## src/rtl/kfpga_io_pkg.sv

```systemverilog
// Field-width and field-offset helpers shared by the IO tile RTL and the bitstream checker.
// No latency or flow control; pure compile-time arithmetic.
package kfpga_io_pkg;

  function automatic int sel_width(input int n);
    return (n > 1) ? $clog2(n) : 1;
  endfunction

  function automatic int io_field_width(input int ic_width);
    return sel_width(ic_width) + 2;
  endfunction

  function automatic int ic_field_width(input int io_count);
    return sel_width(io_count) + 1;
  endfunction

  function automatic int cfg_bits(input int io_count, input int ic_width);
    return io_count * io_field_width(ic_width) + ic_width * ic_field_width(io_count);
  endfunction

  function automatic int cnt_width(input int width);
    return $clog2(width + 1);
  endfunction

  // Pad fields occupy the low end of the word, interconnect fields follow.
  function automatic int io_field_offset(input int i, input int ic_width);
    return i * io_field_width(ic_width);
  endfunction

  function automatic int ic_field_offset(input int j, input int io_count, input int ic_width);
    return io_count * io_field_width(ic_width) + j * ic_field_width(io_count);
  endfunction

endpackage

```

## src/rtl/io_config_chain.sv

```systemverilog
// Serial config shift chain with shadow (active) register, atomic commit and load counter.
// Latency: config_in reaches config_out after WIDTH shifts; no backpressure, caller paces via config_enable.
module io_config_chain
  import kfpga_io_pkg::*;
#(
  parameter int WIDTH = 38
) (
  input  logic             clock,
  input  logic             nreset,
  input  logic             config_in,
  input  logic             config_enable,
  input  logic             config_commit,
  output logic             config_out,
  output logic             config_loaded,
  output logic [WIDTH-1:0] active
);

  localparam int CNT_W = cnt_width(WIDTH);
  localparam logic [CNT_W-1:0] CNT_MAX = CNT_W'(WIDTH);

  logic [WIDTH-1:0] chain;
  logic [CNT_W-1:0] cnt;

  // Shifting takes priority: a commit arriving mid-shift is dropped.
  always_ff @(posedge clock or negedge nreset) begin
    if (!nreset) begin
      chain  <= '0;
      active <= '0;
      cnt    <= '0;
    end else if (config_enable) begin
      chain <= {chain[WIDTH-2:0], config_in};
      if (cnt != CNT_MAX) cnt <= cnt + 1'b1;
    end else if (config_commit) begin
      active <= chain;
      cnt    <= '0;
    end
  end

  assign config_out    = chain[WIDTH-1];
  assign config_loaded = (cnt == CNT_MAX);

endmodule

```

## src/rtl/param_io_tile_top.sv

```systemverilog
// Perimeter IO tile: daisy-chained config plus pad<->interconnect routing with optional per-path flops.
// Latency: 0 or 1 cycle per path (config-selected); no backpressure, flops advance on enable.
module param_io_tile_top
  import kfpga_io_pkg::*;
#(
  parameter int IO_COUNT = 4,
  parameter int IC_WIDTH = 6
) (
  input  logic                clock,
  input  logic                nreset,
  input  logic                config_in,
  output logic                config_out,
  input  logic                config_enable,
  input  logic                config_commit,
  output logic                config_loaded,
  input  logic                enable,
  input  logic [IO_COUNT-1:0] data_from_io,
  output logic [IO_COUNT-1:0] data_to_io,
  output logic [IO_COUNT-1:0] data_oe,
  input  logic [IC_WIDTH-1:0] data_from_ic,
  output logic [IC_WIDTH-1:0] data_to_ic
);

  localparam int OSEL_W   = sel_width(IC_WIDTH);
  localparam int ISEL_W   = sel_width(IO_COUNT);
  localparam int IO_FW    = io_field_width(IC_WIDTH);
  localparam int IC_FW    = ic_field_width(IO_COUNT);
  localparam int CFG_BITS = cfg_bits(IO_COUNT, IC_WIDTH);
  localparam int IC_EXT   = 1 << OSEL_W;
  localparam int IO_EXT   = 1 << ISEL_W;

  logic [CFG_BITS-1:0] active;
  // Zero-padding to the full select range makes out-of-range selects read 0.
  logic [IC_EXT-1:0]   ic_ext;
  logic [IO_EXT-1:0]   io_ext;

  assign ic_ext = IC_EXT'(data_from_ic);
  assign io_ext = IO_EXT'(data_from_io);

  io_config_chain #(.WIDTH(CFG_BITS)) u_chain (
    .clock         (clock),
    .nreset        (nreset),
    .config_in     (config_in),
    .config_enable (config_enable),
    .config_commit (config_commit),
    .config_out    (config_out),
    .config_loaded (config_loaded),
    .active        (active)
  );

  for (genvar i = 0; i < IO_COUNT; i++) begin : g_pad
    logic [IO_FW-1:0]  fld;
    logic [OSEL_W-1:0] osel;
    logic              src;
    logic              q;

    assign fld  = active[io_field_offset(i, IC_WIDTH) +: IO_FW];
    assign osel = fld[OSEL_W-1:0];
    assign src  = ic_ext[osel];

    always_ff @(posedge clock or negedge nreset) begin
      if (!nreset)     q <= 1'b0;
      else if (enable) q <= src;
    end

    assign data_to_io[i] = fld[OSEL_W] ? q : src;
    assign data_oe[i]    = fld[OSEL_W+1];
  end

  for (genvar j = 0; j < IC_WIDTH; j++) begin : g_ic
    logic [IC_FW-1:0]  fld;
    logic [ISEL_W-1:0] isel;
    logic              src;
    logic              q;

    assign fld  = active[ic_field_offset(j, IO_COUNT, IC_WIDTH) +: IC_FW];
    assign isel = fld[ISEL_W-1:0];
    assign src  = io_ext[isel];

    always_ff @(posedge clock or negedge nreset) begin
      if (!nreset)     q <= 1'b0;
      else if (enable) q <= src;
    end

    assign data_to_ic[j] = fld[ISEL_W] ? q : src;
  end

endmodule

```

## config.mk

```make
export PLATFORM = sky130hd
export DESIGN_NAME = param_io_tile_top
export DESIGN_NICKNAME = d
export VERILOG_FILES = /design/src/rtl/kfpga_io_pkg.sv /design/src/rtl/io_config_chain.sv /design/src/rtl/param_io_tile_top.sv
export SDC_FILE = /design/constraint.sdc
export NUM_CORES = 1
export LEC_CHECK = 0
export ABC_AREA = 1
export CAP_MARGIN = 20
export CORE_UTILIZATION = 43
export DETAILED_ROUTE_END_ITERATION = 7
export PLACE_DENSITY = 0.69
export SLEW_MARGIN = 20
export SYNTH_ARGS = -nofsm -noshare
export SYNTH_HDL_FRONTEND = slang
export SYNTH_SLANG_ARGS = --single-unit
```

## constraint.sdc

```tcl
create_clock -name clock -period 1.5 [get_ports clock]
set_input_delay 0.3 -clock clock [delete_from_list [all_inputs] [get_ports clock]]
set_output_delay 0.3 -clock clock [all_outputs]
set_load 0.03 [all_outputs]
```

Yosys cells after proc, flatten, opt, wreduce, memory -nomap -nowiden
Cells that the tools add are included.

word-level totals
  register bits after elaboration = 92
  word-level logic and storage cells = 64

cells by class
  $add $sub $neg = 1
  magnitude comparators = 10
  equality and inequality tests = 3
  mux-type cells = 33
  bitwise logic cells = 1
  reductions and logical operators = 3

operators with widths
  operator             number
  $mux 1               20
  $lt 2x3->1 const B   6
  $mux 6               3
  $lt 3x4->1 const B   4
  $bmux 1 s2           6
  $bmux 1 s3           4
  $add 6x1->6 const B  1
  $eq 6x6->1 const B   1
  $ne 6x6->1 const B   1
  $reduce_and 2->1     2
  $ne 2x1->1 const B   1
  $reduce_bool 2->1    1
  $not 1->1            1

Logic depth before layout (Yosys ltp)
  word-level depth = 3
  mapped depth = 9

Cells and area by module
Synthesis repeated with hierarchy kept, for this count alone.

unflattened totals
  cells, all modules = 514
  area, all modules = 4162.7 µm²

by module, submodules not included
  module             instances  cells an instance  area each (µm²)
  io_config_chain    1          336                3230.6
  param_io_tile_top  1          178                932.1

Least setup slack after synthesis
No wires, ideal clock.

  path type = register to register
  start = reg u_chain.cnt[0]
  end = reg u_chain.cnt[5]
  library setup time = 0.113 ns
  arrival time = 1.496 ns
  required time = 1.387 ns
  slack = -0.109 ns
  cell stages (with the launch flop) = 10
  path buffers = 0
  path through = dfrtp_1 > inv_1 > ha_1 > nand3_1 > nor2_1 > nor2_1 > nand2_1 > nand2_1 > nand2_1 > inv_1

between the ends
  longest elaborated chain between the ends = 3
  elaborated cells on any way between the ends = 6

RTL lines
  element                                     RTL line               source
  from (decl)                                 io_config_chain.sv:22  logic [CNT_W-1:0] cnt;
  from (signal assigned)                      io_config_chain.sv:32  if (cnt != CNT_MAX) cnt <= cnt + 1'b1;
  $add 6x1->6 or $ne 6x6->1 (tied branches)   io_config_chain.sv:32
  $mux 6 or $ne 2x1->1 (tied branches)        --
  $mux 6 or $reduce_and 2->1 (tied branches)  --

Several ways; a longest one is shown, not always the timed one. The select of a mux whose other input is x is not followed.
A chain may end at the register's enable or synchronous reset.

Worst setup path in the final report
  start = reg u_chain.active[5]
  end = out data_to_io[1]

between the ends
  longest elaborated chain between the ends = 3

RTL lines
  element                       RTL line                 source
  from (decl)                   io_config_chain.sv:15    output logic [WIDTH-1:0] active
  from (signal assigned)        io_config_chain.sv:34    active <= chain;
  $bmux 1 s3                    param_io_tile_top.sv:59  assign src = ic_ext[osel];
  $mux 1 (not written as such)  param_io_tile_top.sv:59
  $mux 1                        param_io_tile_top.sv:66  assign data_to_io[i] = fld[OSEL_W] ? q : src;
  to (decl)                     param_io_tile_top.sv:18  output logic [IO_COUNT-1:0] data_to_io,

Every way passes these cells. The select of a mux whose other input is x is not followed.

==> out/results.ini <==
[logic_synthesis]
ys.flop_type=dfrtp_1
syn_area_mm2=0.00409
synth_commonest_cells=nand2_1, dfrtp_1, o21ai_0, inv_1, nand3_1
synth_cell_types=19
synth_edf_count=0
ys_ff_latch=92
yosys.area.top_type=dfrtp_1
syn_avg_cell_area_um2=8.08
ys_seq_area_share_pct=56.3
netlist.area_leader.share_pct=56.3
yosys_warnings=0
syn-num-nets=524
yosysMostFrequentCell=nand2_1
ys_async_sr_fraction_pct=100
syn_inst=506
synth_area_leaders=dfrtp_1, nand2_1, o21ai_0

[place]
dp_hpwl_um=5310
post_dp_cell_area_mm2=0.00455
numPortBuffers=31
gp_congestion=0.825

[floorplanning]
rows=35
die_x_um=99.5
dieHeight_um=99.5
io_pins=32
start_util_pct=44.3
core_area_mm2=0.00924
fp.dieArea_mm2=0.00990

[cts]
cts_made_buffers=9
cts.sinks=92
cts.htree.levels=3
path_clk_slew_ns=0.10
cts-root-buf=clkbuf_8
clock_latency_ns=0.35
clockBufferDepth=2
cts_tree=done

[finish]
layout.nets=560
fillCellCount=846
final_core_util_pct=53.3
syn_to_final_growth_pct=20.5
diodes=0
layout-drive-gt1-share_pct=13.9
final_design_area_no_fill_mm2=0.00493

[routing]
ant_nets=0
via_count=3192
drt-vias-per-instance=4.72
wire_per_inst_um=11.5
routed_wl_um=7760
drc=0
drtIter0Drc=123
firstDrtPassIters=5

[timing]
setup_viol=11
worst_clock_skew_ns=0.0134
worst_pin_slew_ns=0.359
rsz0062_at_grt=true
slew_violations=0
finalCritPeriodShare_pct=116
relSlewSlack_pct=76.1
fin_ws_ns=-0.233
hold_violations=0
max_freq_ghz=0.577
period_needed_ns=1.73

[grt]
grt_overflow=0
grt_pass1_wl_um=13400
grt_pass1_vias=3020
antenna_found_initial=0
grt_start_max_net_pins=77
track_usage_pct=17.1

[status]
status=complete, but fails checks
violations=negative setup slack

[power]
p_int_mw=4.42
p_comb_share_pct=25.1
seqPwrFrac_pct=48.9
p_clk_share_pct=26.0
power.leakage_nw=2.36
vdd_drop_max_mv=0.461
power_density_mw_per_mm2=1360
p_sw_share_pct=33.9
p_switching_mw=2.27

[worst_setup_path]
criticalPathCategory=flop to primary output
cp_max_fo=5
worstPathRequired_ns=1.20
end_kind=primary output
crit_arrival_ns=1.43
rrSetupSlack_ns=0.14
critPathLaunchType=flop
r2r_start=u_chain.cnt[0]$_DFFE_PN0P_
reg2reg_depth=7
rr_endpoint=u_chain.cnt[0]$_DFFE_PN0P_

[worst_hold_path]
min_path_type=primary input to flop
whs_path_depth=3
whs_endpoint=u_chain.cnt[4]$_DFFE_PN0P_
worstHoldStart=config_enable

[flow_run]
max_cap_viol_count=0

## power groups by stage
stage / registers (mW) / clock network [mW] / logic [mW]
global route: 3.33 / 1.89 / 1.90
detailed placement: 3.30 / 0 / 1.53
finish: 3.27 / 1.74 / 1.68
global placement: 3.28 / 0 / 1.49
floorplan: 3.21 / 0 / 1.05
CTS: 3.26 / 1.79 / 1.61
## area by class of cell
type | instances | area, µm² | area share, %
well taps | 129 | 161 | 3.27
flip-flops and latches | 92 | 2300 | 46.8
inverters | 72 | 270 | 5.48
clock inverters | 7 | 92.6 | 1.88
clock buffers | 9 | 124 | 2.51
repair buffers | 46 | 485 | 9.85
multi-input cells | 321 | 1490 | 30.2
## worst max path at each step
stage                                   startpoint                    endpoint  slack, ns  cells after the start
floorplan               u_chain.cnt[0]$_DFFE_PN0P_  u_chain.cnt[5]$_DFFE_PN0P_       0.06                      9
global placement                   data_from_io[1]               data_to_ic[4]      -0.29                      6
detailed placement                 data_from_io[1]               data_to_ic[4]      -0.30                      6
CTS                  u_chain.active[5]$_DFFE_PN0P_               data_to_io[1]      -0.25                      9
global route        u_chain.active[15]$_DFFE_PN0P_               data_to_io[3]      -0.34                      9
finish               u_chain.active[5]$_DFFE_PN0P_               data_to_io[1]      -0.23                      9
## what timing repair did
item | CTS | global route
setup buffers | 4 | 2
resized for setup | 30 | 20
pin swaps | 3 | 10
endpoints found under the hold margin | 24 | 0
hold buffers | 1 | 0
setup endpoints to repair | 16 | 12
## critical path, stage by stage, from the launching register on
cell	delay, ns
dfrtp_2	0.45
inv_2	0.08
nand2_1	0.05
nand3_1	0.07
nand2_1	0.06
nand2_1	0.05
nand2_1	0.06
nand2_1	0.07
nand2_2	0.06
buf_6	0.14
## cells by family after synthesis
logic type | count (synthesis) | synth area share, %
compound gates | 100 | 12.4
xor+xnor | 3 | 0.643
fa+ha+maj | 2 | 0.612
buf+inv | 93 | 9.36
flops | 92 | 56.3
simple gates | 216 | 20.7
## sequential cells by signal, summed over array words and instances, names as in the netlist
name            flops
g_ic.q              6
u_chain.chain      38
u_chain.cnt         6
u_chain.active     38
g_pad.q             4
## metrics by stage
stage / power (mW) / hold WS, ns / setup slack (ns) / TNS, ns / std cells
floorplan: 4.26 / 0.00441 / 0.0591 / 0 / 506
global placement: 4.77 / 0.235 / -0.292 / -2.08 / 653
finish: 6.68 / 0.290 / -0.233 / -1.82 / 676
global route: 7.11 / 0.291 / -0.339 / -2.88 / 676
CTS: 6.67 / 0.273 / -0.253 / -2.16 / 674
detailed placement: 4.83 / 0.238 / -0.301 / -2.28 / 653
## layout by cell type, fill, tap and decap left out, types with 2 or more instances in the layout
master,n
nand4_1,4
o21ai_0,84
nand3_2,3
dfrtp_2,2
clkbuf_8,9
clkinvlp_4,2
inv_1,63
buf_12,6
buf_6,8
nand2_2,12
clkdlybuf4s50_1,9
nor2_1,3
o21ai_1,5
dfrtp_1,90
inv_2,9
nand2_1,177
buf_4,12
nand3_1,15
xor2_1,2
o21ai_2,4
dlygate4sd2_1,8
a21oi_1,6
inv_8,2
## routing by layer
metal  GRT usage (%)  share of wire [%]
met1            23.7                 51
met2            27.4                 46
met3            3.16                2.9
met4            5.43               0.66
met5               0                  0
No activity file was read; power rests on OpenSTA's default activity.
